<file path="config.mk">
export PLATFORM = sky130hd
export DESIGN_NAME = hex_display_scanner
export DESIGN_NICKNAME = d
export VERILOG_FILES = /design/src/rtl/hex_display_scanner.sv
export SDC_FILE = /design/constraint.sdc
export NUM_CORES = 1
export LEC_CHECK = 0
export ABC_CLOCK_PERIOD_IN_PS = 4830
export CAP_MARGIN = 20
export CORE_MARGIN = 8
export CORE_UTILIZATION = 30
export DETAILED_ROUTE_END_ITERATION = 6
export GPL_TIMING_DRIVEN = 1
export PLACE_DENSITY_LB_ADDON = 0.08
export RECOVER_POWER = 25
export SLEW_MARGIN = 20
export SYNTH_ARGS = -nofsm -noshare
export SYNTH_HDL_FRONTEND = slang
export SYNTH_SLANG_ARGS = --single-unit
</file>
<file path="constraint.sdc">
create_clock -name clk -period 4.83 [get_ports clk]
set_input_delay 0.7245 -clock clk [delete_from_list [all_inputs] [get_ports clk]]
set_output_delay 0.7245 -clock clk [all_outputs]
set_load 0.005 [all_outputs]
</file>
<file path="src/rtl/hex_display_scanner.sv">
// hex_display_scanner
//   Drives the six 7-segment digits. One hex-to-segment decoder is shared by
//   all digits: a round-robin scan visits one digit per slot, decodes it and
//   latches the glyph into that digit's registered, active-low segment slice.
//
//   Slot sequence: WAIT (REFRESH_DIV cycles) -> SAMPLE (1) -> LATCH (1).
//
//   Ports
//     clk, reset   : system clock, synchronous active-high reset
//     wr_en        : write request (held by requester until accepted)
//     wr_digit     : target digit index, out-of-range indices are dropped
//     wr_value     : 4-bit hex value to store
//     wr_ready     : high in WAIT and LATCH, low in SAMPLE and during reset
//     blank_mask   : bit i forces digit i dark
//     seg_out      : digit i at [7i+6:7i], active low, bit0=a .. bit6=g
//     scan_index   : digit currently being serviced
//     frame_done   : one-cycle pulse after the last digit of a frame latches
//     dbg_state    : current scan state (0=WAIT, 1=SAMPLE, 2=LATCH)
//
//   Handshake: a write transfers on every rising edge where wr_en && wr_ready
//   are both high; the value register updates at that edge. While wr_ready is
//   low the request is ignored and must be held.
module hex_display_scanner #(
    parameter int NUM_DIGITS    = 6,
    parameter int REFRESH_DIV   = 50000,
    parameter int BLANK_LEADING = 1
) (
    input  logic                    clk,
    input  logic                    reset,
    input  logic                    wr_en,
    input  logic [2:0]              wr_digit,
    input  logic [3:0]              wr_value,
    output logic                    wr_ready,
    input  logic [NUM_DIGITS-1:0]   blank_mask,
    output logic [7*NUM_DIGITS-1:0] seg_out,
    output logic [2:0]              scan_index,
    output logic                    frame_done,
    output logic [1:0]              dbg_state
);

    localparam int              DIV_W    = (REFRESH_DIV > 1) ? $clog2(REFRESH_DIV) : 1;
    localparam logic [DIV_W-1:0] DIV_LAST = DIV_W'(REFRESH_DIV - 1);
    localparam logic [2:0]      LAST_IDX = 3'(NUM_DIGITS - 1);

    typedef enum logic [1:0] {
        S_WAIT   = 2'd0,
        S_SAMPLE = 2'd1,
        S_LATCH  = 2'd2
    } state_e;

    state_e                  state_q, state_d;
    logic [DIV_W-1:0]        div_q, div_d;
    logic [2:0]              idx_q, idx_d;
    logic [3:0]              val_q [NUM_DIGITS];
    logic [3:0]              val_d [NUM_DIGITS];
    logic [3:0]              smp_val_q, smp_val_d;
    logic                    smp_dark_q, smp_dark_d;
    logic [7*NUM_DIGITS-1:0] seg_q, seg_d;
    logic                    fd_q, fd_d;
    logic                    lz_all;

    function automatic logic [6:0] hex_glyph(input logic [3:0] v);
        logic [6:0] g;
        case (v)
            4'h0: g = 7'h40;
            4'h1: g = 7'h79;
            4'h2: g = 7'h24;
            4'h3: g = 7'h30;
            4'h4: g = 7'h19;
            4'h5: g = 7'h12;
            4'h6: g = 7'h02;
            4'h7: g = 7'h78;
            4'h8: g = 7'h00;
            4'h9: g = 7'h10;
            4'hA: g = 7'h08;
            4'hB: g = 7'h03;
            4'hC: g = 7'h27;
            4'hD: g = 7'h21;
            4'hE: g = 7'h06;
            default: g = 7'h0E;
        endcase
        return g;
    endfunction

    // Reset is folded in so a requester never sees a handshake while the
    // block is being cleared.
    assign wr_ready   = !reset && (state_q != S_SAMPLE);
    assign seg_out    = seg_q;
    assign scan_index = idx_q;
    assign frame_done = fd_q;
    assign dbg_state  = state_q;

    always_comb begin
        state_d    = state_q;
        div_d      = div_q;
        idx_d      = idx_q;
        val_d      = val_q;
        smp_val_d  = smp_val_q;
        smp_dark_d = smp_dark_q;
        seg_d      = seg_q;
        fd_d       = 1'b0;

        // Digit idx_q is a leading zero when it and every more-significant
        // digit hold zero. The mask deliberately plays no part here.
        lz_all = 1'b1;
        for (int j = 0; j < NUM_DIGITS; j++) begin
            if (j >= int'(idx_q) && val_q[j] != 4'd0) begin
                lz_all = 1'b0;
            end
        end

        case (state_q)
            S_WAIT: begin
                if (div_q == DIV_LAST) begin
                    div_d   = '0;
                    state_d = S_SAMPLE;
                end else begin
                    div_d = div_q + DIV_W'(1);
                end
            end
            S_SAMPLE: begin
                smp_val_d  = val_q[idx_q];
                smp_dark_d = blank_mask[idx_q] ||
                             ((BLANK_LEADING != 0) && (idx_q != 3'd0) && lz_all);
                state_d    = S_LATCH;
            end
            S_LATCH: begin
                // Uses the SAMPLE snapshot, so a write landing now is only
                // shown on this digit's next visit.
                seg_d[7*int'(idx_q) +: 7] = smp_dark_q ? 7'h7F : hex_glyph(smp_val_q);
                if (idx_q == LAST_IDX) begin
                    idx_d = 3'd0;
                    fd_d  = 1'b1;
                end else begin
                    idx_d = idx_q + 3'd1;
                end
                state_d = S_WAIT;
            end
            default: begin
                state_d = S_WAIT;
            end
        endcase

        if (wr_en && wr_ready && (int'(wr_digit) < NUM_DIGITS)) begin
            val_d[wr_digit] = wr_value;
        end
    end

    always_ff @(posedge clk) begin
        if (reset) begin
            state_q    <= S_WAIT;
            div_q      <= '0;
            idx_q      <= 3'd0;
            val_q      <= '{default: 4'd0};
            smp_val_q  <= 4'd0;
            smp_dark_q <= 1'b0;
            seg_q      <= '1;
            fd_q       <= 1'b0;
        end else begin
            state_q    <= state_d;
            div_q      <= div_d;
            idx_q      <= idx_d;
            val_q      <= val_d;
            smp_val_q  <= smp_val_d;
            smp_dark_q <= smp_dark_d;
            seg_q      <= seg_d;
            fd_q       <= fd_d;
        end
    end

endmodule

</file>
==> results.tsv <==
metric	value	unit
row count	44	
Seq/Total Area, Yosys	45.1	%
Worst Path Arrival	3640	ps
Peak supply drop	0.000152	V
cts hold-fix bufs	0	
RSZ-0062 raised after global routing	false	
top post-synthesis cells by area	dfxtp_1, mux2i_1, o211ai_1	
initial DRC count	370	
clk_lat worst skew	350	ps
pwr dens	302	mW/mm²
Die Y	138	µm
clock skew	7.47	ps
Setup Viol. Count Final	0	
Worst Setup Path Type	input pin to flip-flop	
Hold Vio Cnt, Final	0	
synth warn	0	
DR vias	3703	
Commonest cells post-synth	dfxtp_1, nor2_1, nand2_1	
WL per Instance	16.9	µm
NetSw	0.349	mW
Hold WC Path Type	flip-flop to flip-flop	
ys async rst share	0	%
Worst EP required	5100	ps
drt drc	0	
max-slew violation count	35	
Reg power frac	50.0	%
final wirelength	12200	µm
outcome	complete, but fails checks	
Die X	138	µm
Core Area	0.0145	mm²
share of post-route cells with drive strength above 1	5.75	%
grt ovf	0	
Post-DRT Antenna Nets	0	
Area Growth Syn to Fin	24.3	%
final net count	564	
Post-synth top flop	dfxtp_1	
CTS root buffer	clkbuf_16	
antenna cells	0	
Synth Cell Area	0.00444	mm²
I/O pin total	65	
setup TNS	0	ps
Max Buffers Root-to-Sink	2	
Clk pin slew, worst setup/hold paths	70	ps
Worst setup EP type	flip-flop	
Internal	1.32	mW
Final HPWL DP	8880	µm
router iterations before antenna repair	4	
global-route wire length before repair	19300	µm
Sw Ratio	20.9	%
post-cts resize count	0	
synthesis-stage register bit count	100	
synthesized area per cell	9.21	µm²
initial antenna violation count	0	
Cells after Synth	482	
H-tree levels	3	
Logic pwr share	3.3	%
Period minus WS final	3360	ps
largest net degree at the start of global routing	46	
Final Cell Area	0.00552	mm²
DP Area	0.00521	mm²
Fillers	1496	
PnR worst setup slack	1470	ps
post-synth net total	512	
FF-to-FF setup slack	2090	ps
most frequent cell after synthesis	dfxtp_1	
path depth of the worst reg2reg path	6	
CP Max Fanout	34	
Slew headroom	-5.81	%
P_leak	2.11	nW
Initial Util	30.7	%
r2r endpoint	seg_out[41]	
max-cap violation count	1	
IO Port Bufs	64	
post-synth top area share	45.1	%
CTS tree	yes	
clock group share of total power	46.7	%
failing checks	max-capacitance violations, max-slew violations	
CTS sink cnt	100	
Total Die Area	0.0190	mm²
fin crit share	69.6	%
post-synth top area cell	dfxtp_1	
postcts setup bufs	0	
Least-Margin Pin Slew	1590	ps
gpl congestion	0.751	
CP startpoint kind	input pin	
fmax	298	MHz
Critical R2R Launch	scan_index[1]	
vias in the first global route	3449	
Setup WS pre-CTS	1950	ps
Post-synth EDFFs	0	
GR Util All Layers	13.1	%
Worst setup startpoint	reset	
Via density	5.12	
Num CTS Buffers	9	
Yosys cell types	63	
cell type report:
cell class	count	area [µm²]	share of cell area [%]
inverters	12	47.5	0.861
repair buffers	68	662	12.0
multi-input cells	343	2260	40.9
flip-flops and latches	100	2000	36.3
clock buffers	11	243	4.40
well taps	184	230	4.17
clock inverters	5	75.1	1.36
through the flow:
stage	utilization, %	cells	hold slack, ps	power, mW
detailed placement	36.0	707	477	0.910
global route	38.1	723	491	1.73
CTS	38.2	723	492	1.69
finish	38.1	723	476	1.67
floorplan	-	482	446	0.881
global placement	36.0	707	462	0.909
routing by layer:
layer	global-route usage, %	share of wire (%)	vias to the layer above
li1	-	-	1846
met2	19.2	44	84
met4	5.25	1.6	0
met3	2.81	5.4	14
met5	0	0	-
met1	18.3	49	1759
worst max-delay path: stages:
cell and delay [ps]:
buf_2 180, clkinv_1 70, clkbuf_1 1140, o2111ai_1 850
or3b_1 580, o21ai_1 90
registers in the layout (all words and copies together) (netlist names), named ones only:
signal and count:
seg_out 42, val_q 24, div_q 16, smp_val_q 4, scan_index 3, dbg_state 2
frame_done 1, smp_dark_q 1
cells in the final DEF (no fill, tap or decap), types with 7 or more instances in the layout:
| cell | count |
|---|---|
| xor2_1 | 7 |
| nor2_1 | 53 |
| clkbuf_16 | 9 |
| o21ai_0 | 27 |
| nand2_1 | 50 |
| mux2i_1 | 28 |
| inv_1 | 10 |
| dfxtp_1 | 100 |
| a311oi_1 | 7 |
| nand3_1 | 16 |
| a21oi_1 | 25 |
| o211ai_1 | 29 |
| dlygate4sd3_1 | 30 |
| nor3_1 | 7 |
| ha_1 | 14 |
| clkdlybuf4s50_1 | 33 |
power by group through the flow:
| stage | Combinational, mW | Clock, mW | Sequential, mW |
|---|---|---|---|
| after floorplan | 0.0300 | 0 | 0.851 |
| after global placement | 0.0562 | 0 | 0.853 |
| after detailed placement | 0.0566 | 0 | 0.853 |
| after CTS | 0.0567 | 0.797 | 0.834 |
| after global routing | 0.0608 | 0.831 | 0.834 |
| final | 0.0557 | 0.778 | 0.834 |
logic make-up (layout without fill, tap and decap cells):
| group | count (synthesis) | after routing | share of synthesized area [%] |
|---|---|---|---|
| simple gates | 166 | 166 | 18.8 |
| compound gates | 116 | 116 | 17.5 |
| flops | 100 | 100 | 45.1 |
| buf+inv | 39 | 96 | 3.89 |
| mux | 37 | 37 | 8.85 |
| fa+ha+maj | 14 | 14 | 3.94 |
| xor+xnor | 10 | 10 | 1.97 |
how the worst min path moves through the flow:
stage	slack (ps)	from	end	cells past startpoint
3_3_place_gp	460	seg_out[25]	seg_out[25]	2
3_5_place_dp	480	seg_out[25]	seg_out[25]	2
6_report	480	seg_out[22]	seg_out[22]	2
5_1_grt	490	seg_out[25]	seg_out[25]	2
2_1_floorplan	450	val_q[18]	val_q[18]	2
4_1_cts	490	val_q[16]	val_q[16]	2
Note: power is estimated with default switching activity, not from simulation.
